File: src/rtl/usb_rx_pkg.sv
// Shared types and defaults for the USB receive datapath.
package usb_rx_pkg;

  typedef enum logic [1:0] {
    IDLE  = 2'd0,
    ARMED = 2'd1,
    RUN   = 2'd2
  } rx_timer_state_t;

  localparam int USB_CLKS_PER_BIT = 8;
  localparam int USB_STUFF_LEN    = 6;

endpackage

File: src/rtl/rx_stuff_detector.sv
// Counts consecutive sampled ones and marks the bit after STUFF_LEN ones as a stuff bit.
module rx_stuff_detector
  import usb_rx_pkg::*;
#(
  parameter int STUFF_LEN = USB_STUFF_LEN
) (
  input  logic clk,
  input  logic rst,
  input  logic clear,
  input  logic sample,
  input  logic d_orig,
  output logic is_stuff,
  output logic stuff_error
);

  localparam int OW = $clog2(STUFF_LEN + 1);
  localparam logic [OW-1:0] STUFF_MAX = OW'(STUFF_LEN);

  logic [OW-1:0] ones_cnt_reg;
  logic [OW-1:0] ones_cnt_next;

  assign is_stuff    = (ones_cnt_reg == STUFF_MAX);
  assign stuff_error = sample && is_stuff && d_orig;

  // Increments only happen below STUFF_MAX, so the count saturates there.
  always_comb begin
    ones_cnt_next = ones_cnt_reg;
    if (clear) begin
      ones_cnt_next = '0;
    end else if (sample) begin
      if (is_stuff || !d_orig) begin
        ones_cnt_next = '0;
      end else begin
        ones_cnt_next = ones_cnt_reg + 1'b1;
      end
    end
  end

  always_ff @(posedge clk) begin
    if (rst) begin
      ones_cnt_reg <= '0;
    end else begin
      ones_cnt_reg <= ones_cnt_next;
    end
  end

endmodule

File: src/rtl/rx_bit_timer.sv
// USB receive bit timer: edge-resynchronised sample phase, stuff-bit removal and byte framing.
module rx_bit_timer
  import usb_rx_pkg::*;
#(
  parameter int CLKS_PER_BIT  = USB_CLKS_PER_BIT,
  parameter int SAMPLE_POINT  = 3,
  parameter int BITS_PER_BYTE = 8,
  parameter int STUFF_LEN     = USB_STUFF_LEN
) (
  input  logic                               clk,
  input  logic                               rst,
  input  logic                               d_edge,
  input  logic                               d_orig,
  input  logic                               rx_transfer_active,
  output logic                               shift_enable,
  output logic                               byte_received,
  output logic                               stuff_error,
  output logic [$clog2(BITS_PER_BYTE+1)-1:0] bit_count
);

  localparam int PW = $clog2(CLKS_PER_BIT);
  localparam int CW = $clog2(BITS_PER_BYTE + 1);
  localparam logic [PW-1:0] SAMPLE_PHASE = PW'(SAMPLE_POINT);
  localparam logic [PW-1:0] LAST_PHASE   = PW'(CLKS_PER_BIT - 1);
  localparam logic [CW-1:0] LAST_BIT     = CW'(BITS_PER_BYTE - 1);

  rx_timer_state_t state_reg, state_next;
  logic [PW-1:0]   phase_reg, phase_next;
  logic [CW-1:0]   bit_count_reg, bit_count_next;

  logic sample_event;
  logic is_stuff;
  logic shift_int;
  logic byte_int;
  logic stuff_clear;

  // Gating by rst and rx_transfer_active keeps pulses off in reset and deassert cycles.
  assign sample_event = (state_reg == RUN) && (phase_reg == SAMPLE_PHASE) &&
                        rx_transfer_active && !rst;
  assign shift_int    = sample_event && !is_stuff;
  assign byte_int     = shift_int && (bit_count_reg == LAST_BIT);
  assign stuff_clear  = (state_reg != RUN) || !rx_transfer_active;

  rx_stuff_detector #(
    .STUFF_LEN(STUFF_LEN)
  ) u_stuff (
    .clk        (clk),
    .rst        (rst),
    .clear      (stuff_clear),
    .sample     (sample_event),
    .d_orig     (d_orig),
    .is_stuff   (is_stuff),
    .stuff_error(stuff_error)
  );

  always_comb begin
    state_next     = state_reg;
    phase_next     = phase_reg;
    bit_count_next = bit_count_reg;
    unique case (state_reg)
      IDLE: begin
        phase_next     = '0;
        bit_count_next = '0;
        if (rx_transfer_active) begin
          state_next = ARMED;
        end
      end
      ARMED: begin
        if (!rx_transfer_active) begin
          state_next     = IDLE;
          phase_next     = '0;
          bit_count_next = '0;
        end else if (d_edge) begin
          state_next = RUN;
          phase_next = '0;
        end
      end
      RUN: begin
        if (!rx_transfer_active) begin
          state_next     = IDLE;
          phase_next     = '0;
          bit_count_next = '0;
        end else begin
          // Any edge re-aligns the phase, even on the sample cycle itself.
          if (d_edge || (phase_reg == LAST_PHASE)) begin
            phase_next = '0;
          end else begin
            phase_next = phase_reg + 1'b1;
          end
          if (byte_int) begin
            bit_count_next = '0;
          end else if (shift_int) begin
            bit_count_next = bit_count_reg + 1'b1;
          end
        end
      end
      default: begin
        state_next     = IDLE;
        phase_next     = '0;
        bit_count_next = '0;
      end
    endcase
  end

  always_ff @(posedge clk) begin
    if (rst) begin
      state_reg     <= IDLE;
      phase_reg     <= '0;
      bit_count_reg <= '0;
    end else begin
      state_reg     <= state_next;
      phase_reg     <= phase_next;
      bit_count_reg <= bit_count_next;
    end
  end

  assign shift_enable  = shift_int;
  assign byte_received = byte_int;
  assign bit_count     = bit_count_reg;

endmodule

File: config.mk
export PLATFORM = sky130hd
export DESIGN_NAME = rx_bit_timer
export DESIGN_NICKNAME = d
export VERILOG_FILES = /design/src/rtl/usb_rx_pkg.sv /design/src/rtl/rx_stuff_detector.sv /design/src/rtl/rx_bit_timer.sv
export SDC_FILE = /design/constraint.sdc
export NUM_CORES = 1
export LEC_CHECK = 0
export BUFFER_PORTS_ARGS = -buffer_cell sky130_fd_sc_hd__clkbuf_2
export CORE_MARGIN = 2
export CORE_UTILIZATION = 45
export CTS_CLUSTER_SIZE = 10
export DETAILED_ROUTE_END_ITERATION = 7
export PLACE_DENSITY = 0.66
export SLEW_MARGIN = 10
export SYNTH_ARGS = -nofsm -noshare
export SYNTH_HDL_FRONTEND = slang
export SYNTH_SLANG_ARGS = --single-unit
File: constraint.sdc
create_clock -name clk -period 2.14 [get_ports clk]
set_input_delay 0.428 -clock clk [delete_from_list [all_inputs] [get_ports clk]]
set_output_delay 0.428 -clock clk [all_outputs]
set_load 0.01 [all_outputs]
Word level (Yosys, flattened, before mapping)
Cells that the tools add are included.

Bits in registers: 12. Logic and storage cells: 53.

$add $sub $neg: 3. Equal/unequal tests: 12. Multiplexer cells: 16. Reductions and logical operators: 18.

Operator list (number): 4-bit 2-to-1 mux (4); 3-bit 2-to-1 mux (5); 2-bit 2-to-1 mux (4); 2-bit != test, second input constant (4); 4-bit one-hot mux with 2 select lines (1); 1-bit logical AND (7); 3-bit by 1-bit adder with 3-bit output, second input constant (2); 3-bit == test, second input constant (2); 2-bit one-hot mux with 3 select lines (1); 3-bit one-hot mux with 2 select lines (1); 4-bit by 1-bit adder with 4-bit output, second input constant (1); 4-bit by 3-bit == test with 1-bit output, second input constant (1); 1-bit zero test (4); 4-bit != test, second input constant (1); 3-bit by 2-bit == test with 1-bit output, second input constant (1); 1-bit logical OR (3); 3-bit != test, second input constant (1); 3-bit AND reduction (1); 2-bit by 1-bit == test with 1-bit output, second input constant (1); 2-bit == test, second input constant (1); 2-bit zero test (1); 2-bit AND reduction (1); 2-bit OR reduction (1).

Logic depth before layout (Yosys ltp)
Gate-level depths: netlist (run 1).

Depth in word-level cells: 9. Depth in mapped cells: 5.

Modules after synthesis
A second synthesis (run 1) with hierarchy kept.

Cell total of the unflattened synthesis: 69. Area, all modules: 648.1 um^2.

By module, submodules not included: rx_bit_timer (times used 1, cells each 52, area each 483.0 um^2); rx_stuff_detector (times used 1, cells each 17, area each 165.2 um^2).

Worst setup path before layout (run 1)
No wires, ideal clock.

Path type: register to output. Start point: reg phase_reg[0]. End point: out byte_received. Data arrival time: 1.294 ns. Required time: 1.712 ns. Slack: 0.418 ns. Stages on the path, launching flop included: 5. Path buffers: 0. Cell sequence: dfxtp_1 -> ha_1 -> ha_1 -> a21bo_4 -> nor3_1.

Word-level cells in the longest chain between the ends: 6.

RTL lines: from (decl) (line rx_bit_timer.sv:28) `logic [PW-1:0] phase_reg, phase_next;`; from (signal assigned) (line rx_bit_timer.sv:112) `phase_reg <= phase_next;`; 3-bit by 2-bit == test with 1-bit output (line rx_bit_timer.sv:38) `assign sample_event = (state_reg == RUN) && (phase_reg == SAMPLE_PHASE) &&`; 1-bit logical AND (2 in series) (line rx_bit_timer.sv:38); 1-bit logical AND (line rx_bit_timer.sv:39) `rx_transfer_active && !rst;`; 1-bit logical AND (line rx_bit_timer.sv:40) `assign shift_int = sample_event && !is_stuff;`; 1-bit logical AND (line rx_bit_timer.sv:41) `assign byte_int = shift_int && (bit_count_reg == LAST_BIT);`; to (decl) (line rx_bit_timer.sv:16) `output logic byte_received,`.

Every way passes these cells.

Worst setup path after layout (run 1)
Same ends and word-level chain as after synthesis.

==> results.py, run 1 <==
metrics = {
    "outcome": {
        "status": "finished clean",
    },
    "detailed_routing": {
        "antenna_left": 0,
        "vias_per_cell": 5.83,
        "wl_per_cell_um": 13.1,
        "drt_iter0_drc": 12,
        "drt_wl_total_um": 1390,
        "dr.pass1.iters": 4,
        "vias": 618,
        "drc": 0,
    },
    "clocking": {
        "clkLatencyLatePin_ns": 0.27,
        "cts_tree": "done",
        "clk_pin_slew_ns": 0.08,
        "clock-sinks": 12,
        "cts_buffer_depth": 2,
        "htree_levels": 1,
        "root_buffer": "clkbuf_4",
        "holdBufCountCts": 0,
        "cts_inserted_buffers": 3,
        "post_cts_buffers": 0,
    },
    "die": {
        "die_width_um": 42.8,
        "num_io_pins": 12,
        "die_y_um": 42.8,
        "core.rowCount": 13,
        "start_util_pct": 50.0,
        "core_um2": 1350,
        "die-area_um2": 1830,
    },
    "grt": {
        "first_global_vias": 558,
        "antenna_found_initial": 0,
        "grt_max_degree": 8,
        "grt_overflow": 0,
        "grt_use_total_pct": 17.2,
        "grt_pass1_wl_um": 2340,
    },
    "sta": {
        "setup_viol": 0,
        "tightest_slew_ns": 0.402,
        "fin_crit_ns": 2.03,
        "clock.fmax_ghz": 0.493,
        "slew_headroom_pct": 73.1,
        "setup_tns_ns": 0,
        "hold_violations": 0,
        "slew_viol_final": 0,
        "rsz0062_at_grt": "no",
        "holdWs_ns": 0.385,
        "fin_crit_sh_pct": 94.7,
        "finClkSkew_ns": 0.00169,
    },
    "finish": {
        "final_core_util_pct": 59.5,
        "stdcell_count": 106,
        "layout_common_cells": "12 x dfxtp_1, 11 x clkbuf_2, 7 x nand2_1",
        "nets": 103,
        "fillCellCount": 112,
        "n_antenna_cell": 0,
        "layout_commonest_cell": "dfxtp_1",
        "area_growth_pct": 18.9,
        "multiInputGateArea_um2": 427,
        "largest_reg_flops": 4,
        "regArea_um2": 240,
        "drive_gt1_share_pct": 23.1,
    },
    "power": {
        "ir_worst_vdd_mv": 0.386,
        "powerDensity_nw_per_um2": 534,
        "p_leak_nw": 0.293,
        "finalPower_mw": 0.429,
    },
    "setup_path": {
        "r2r.worst_path.cells": 5,
        "crit_path_end_kind": "primary output",
        "cp-start-kind": "flop",
        "r2r_end": "bit_count[3]",
        "critPathKind": "reg -> out",
        "crit_required_ns": 1.71,
        "r2r_slack_ns": 0.51,
        "cp_max_fo": 7,
        "crit_arrival_ns": 1.60,
        "crit-reg2reg-launch": "phase_reg[0]",
    },
    "run": {
        "cap_viol_max_count": 0,
    },
    "yosys": {
        "postSynthCellCount": 76,
        "synth.cell_area_um2": 676,
        "synth_area_leaders": "dfxtp_1 36%, ha_1 11%, a21oi_1 4.4%",
        "synth_cell_types": 29,
        "postSynthNetCount": 87,
        "yosys_warnings": 0,
        "ys_ff_latch": 12,
        "yosysTopAreaCell": "dfxtp_1",
        "synth_top_area_share_pct": 35.6,
        "ys_seq_area_share_pct": 35.6,
        "synth_area_per_cell_um2": 8.89,
    },
    "min_path": {
        "hold_path.class": "in -> reg",
        "whs_path_depth": 2,
        "hold_end": "phase_reg[1]",
        "hold_start": "d_edge",
    },
    "place": {
        "place.gp.congestion": 0.819,
        "placedCellCount": 102,
        "dp_hpwl_um": 1040,
        "io_buffer_count": 11,
    },
}
-- layout make-up --
type	instances	area share, %
repair buffers	12	7.79
clock buffers	4	4.52
inverters	5	2.34
well taps	15	2.34
multi-input cells	58	53.1
flip-flops and latches	12	29.9
-- timing repair --
action                                 CTS  global route
resized for setup                        1             2
setup endpoints to repair                1             1
endpoints found under the hold margin    0             0
-- how the worst max path moves through the flow --
| stage | from | endpoint | slack, ns | cells after the start |
|---|---|---|---|---|
| after floorplan | phase_reg[0] | byte_received | 0.42 | 4 |
| after global placement | phase_reg[0] | byte_received | 0.36 | 5 |
| after detailed placement | phase_reg[0] | byte_received | 0.30 | 5 |
| after CTS | phase_reg[0] | byte_received | 0.02 | 5 |
| after global routing | phase_reg[0] | byte_received | 0.03 | 5 |
| final | phase_reg[0] | byte_received | 0.11 | 5 |
-- synth_stat cells --
master,number
a211oi_1,1
a21bo_4,1
a21boi_2,1
a21oi_1,6
a22oi_1,1
a31oi_1,3
a32oi_1,1
and4bb_1,1
and4bb_2,1
buf_2,1
dfxtp_1,12
ha_1,6
inv_1,5
mux2i_1,1
nand2_1,7
nand2b_1,1
nand3_1,5
nand3b_1,1
nand4_1,1
nand4b_1,3
nand4bb_1,1
nor2_1,4
nor2b_1,2
nor3_1,4
nor3b_1,1
o211ai_1,2
o21a_1,1
o21ai_1,1
or4b_1,1
-- cell families after synthesis --
family	share of synthesized area [%]
DFF	35.6
buffers and inverters	3.52
muxes	1.48
and+or+nand+nor	29.4
AOI/OAI and AO/OA	18.9
adders and majority gates	11.1
-- layer usage --
| metal | part of all wire [%] | global-route usage (%) | wire length (um) | vias to the layer above |
|---|---|---|---|---|
| li1 | - | - | - | 315 |
| met1 | 45 | 20.6 | 624 | 284 |
| met2 | 46 | 27.9 | 635 | 15 |
| met3 | 7.2 | 6.81 | 100 | 4 |
| met4 | 1.8 | 5.63 | 25 | 0 |
| met5 | 0 | 0 | 0 | - |
-- through the flow --
stage,cell area [um^2],setup slack (ns)
finish,803,0.113
global route,803,0.0295
CTS,791,0.0220
detailed placement,752,0.298
global placement,752,0.358
floorplan,676,0.418
-- report_power, final --
part | internal (mW) | total, mW | switching, mW
logic | 0.00870 | 0.0196 | 0.0109
clock network | 0.103 | 0.182 | 0.0786
registers | 0.225 | 0.227 | 0.00212
-- critical path, stage by stage (launching register included) --
cell	delay [ns]
dfxtp_1	0.36
ha_2	0.22
ha_4	0.16
a21bo_4	0.25
nor3_1	0.17
clkbuf_2	0.16
No activity file was read; power rests on OpenSTA's default activity.
==> run 2, diff against run 1 <==
CORE_UTILIZATION = 50   (was 45)
PLACE_DENSITY = 0.73   (was 0.66)
==> run 2 against run 1 <==
Sequential cell count unchanged. Critical path depth stayed put. Global-route usage up 2.6 points. Final area down 0.31%. Maximum frequency fell by 1.6%. Critical endpoint unchanged. Highest routed layer unchanged.
==> results.py, run 2 (synthesis results as in run 1) <==
metrics = {
    "setup_path": {
        "crit_arrival_ns": 1.63,
        "cp-start-kind": "flop",
        "cp_max_fo": 7,
        "critPathKind": "reg -> out",
        "cp-startpoint": "phase_reg[0]",
        "crit-reg2reg-launch": "phase_reg[0]",
        "r2r_slack_ns": 0.48,
        "crit_path_end_kind": "primary output",
        "crit_required_ns": 1.71,
    },
    "min_path": {
        "hold_start": "d_edge",
        "hold_path.class": "in -> reg",
    },
    "sta": {
        "hold_violations": 0,
        "setup_tns_ns": 0,
        "setup_viol": 0,
        "slew_headroom_pct": 71.6,
        "rsz0062_at_grt": "no",
        "fin_ws_ns": 0.0800,
        "tightest_slew_ns": 0.426,
        "holdWs_ns": 0.382,
        "clock.fmax_ghz": 0.485,
        "slew_viol_final": 0,
        "fin_crit_ns": 2.06,
        "finClkSkew_ns": 0.00776,
        "fin_crit_sh_pct": 96.3,
    },
    "detailed_routing": {
        "drc": 0,
        "wl_met2_um": 608,
        "wl_met1_um": 655,
        "drt_wl_total_um": 1320,
        "vias_per_cell": 5.88,
        "vias": 623,
        "drt_iter0_drc": 11,
        "antenna_left": 0,
        "route.met3.wl_um": 43,
        "wl_per_cell_um": 12.4,
        "dr.pass1.iters": 4,
        "highest_layer": "met4",
    },
    "place": {
        "dp_hpwl_um": 1000,
        "pre_cts_ws_ns": 0.303,
        "io_buffer_count": 11,
        "place.gp.congestion": 0.764,
        "placedCellCount": 102,
    },
    "die": {
        "core.rowCount": 13,
        "start_util_pct": 52.6,
        "num_io_pins": 12,
        "die_width_um": 40.8,
        "die-area_um2": 1660,
        "core_um2": 1280,
        "die_y_um": 40.8,
    },
    "finish": {
        "n_antenna_cell": 0,
        "stdcell_count": 106,
        "largest_reg_flops": 4,
        "layout_commonest_cell": "dfxtp_1",
        "nets": 103,
        "area_growth_pct": 18.5,
        "layout_common_cells": "12 x dfxtp_1, 11 x clkbuf_2, 7 x nand2_1",
        "drive_gt1_share_pct": 22.0,
        "fillCellCount": 114,
    },
    "grt": {
        "grt_overflow": 0,
        "antenna_found_initial": 0,
        "grt_use_total_pct": 19.8,
        "grt_pass1_wl_um": 2110,
        "grt_max_degree": 8,
        "first_global_vias": 491,
    },
    "clocking": {
        "holdBufCountCts": 0,
        "cts_tree": "done",
        "clk_pin_slew_ns": 0.08,
        "root_buffer": "clkbuf_4",
        "cts_inserted_buffers": 3,
        "htree_levels": 1,
        "clock-sinks": 12,
        "clkLatencyLatePin_ns": 0.27,
        "cts_buffer_depth": 2,
    },
    "outcome": {
        "status": "finished clean",
    },
    "run": {
        "cap_viol_max_count": 0,
    },
    "power": {
        "powerDensity_nw_per_um2": 532,
        "ir_worst_vdd_mv": 0.320,
        "p_leak_nw": 0.296,
    },
}
-- run 2: metrics by stage --
step | instance area (um^2) | utilization (%) | total power, mW
6_report | 801 | 62.3 | 0.426
5_1_grt | 801 | 62.3 | 0.447
4_1_cts | 791 | 61.5 | 0.429
3_5_place_dp | 752 | 58.5 | 0.251
3_3_place_gp | 752 | 58.5 | 0.251
2_1_floorplan | 676 | - | 0.242
-- run 2: report_power, final --
part / internal (mW) / leakage (nW) / switching, mW / total (mW)
clock network: 0.103 / 0.0210 / 0.0756 / 0.179
logic: 0.00870 / 0.178 / 0.0111 / 0.0198
registers: 0.225 / 0.0969 / 0.00214 / 0.227
total: 0.337 / 0.296 / 0.0888 / 0.426
-- run 2: timing repair --
item | in CTS | in global routing
resized for setup | 1 | 1
buffers inserted | 0 | 0
endpoints found under the setup margin | 1 | 1
pin swaps | 0 | 0
endpoints found under the hold margin | 0 | 0
-- run 2: worst paths after layout --
path / to / cells past startpoint
max: byte_received / 5
min: phase_reg[1] / 2
max reg2reg: bit_count[3] / 5
min reg2reg: u_stuff.ones_cnt_reg[0] / 2
-- run 2: cell type report --
class                      instances  area, um^2  area share [%]
clock buffer                       4        36.3            4.53
inverter                           5        18.8            2.34
multi-input combinational         58         424            53.0
sequential                        12         240            30.0
tap                               15        18.8            2.34
timing repair buffer              12        62.6            7.81
-- run 2: per-layer routing --
layer	up-vias	global-route usage, %
li1	317	-
met1	291	23.4
met2	13	32.9
met3	2	4.89
met4	0	10.0
met5	-	0
-- run 2: worst max-delay path, cell delays in order (launching register included) --
cell and delay [ns]:
dfxtp_1 0.36, ha_1 0.23, ha_4 0.18, a21bo_4 0.25, nor3_1 0.18, clkbuf_2 0.16
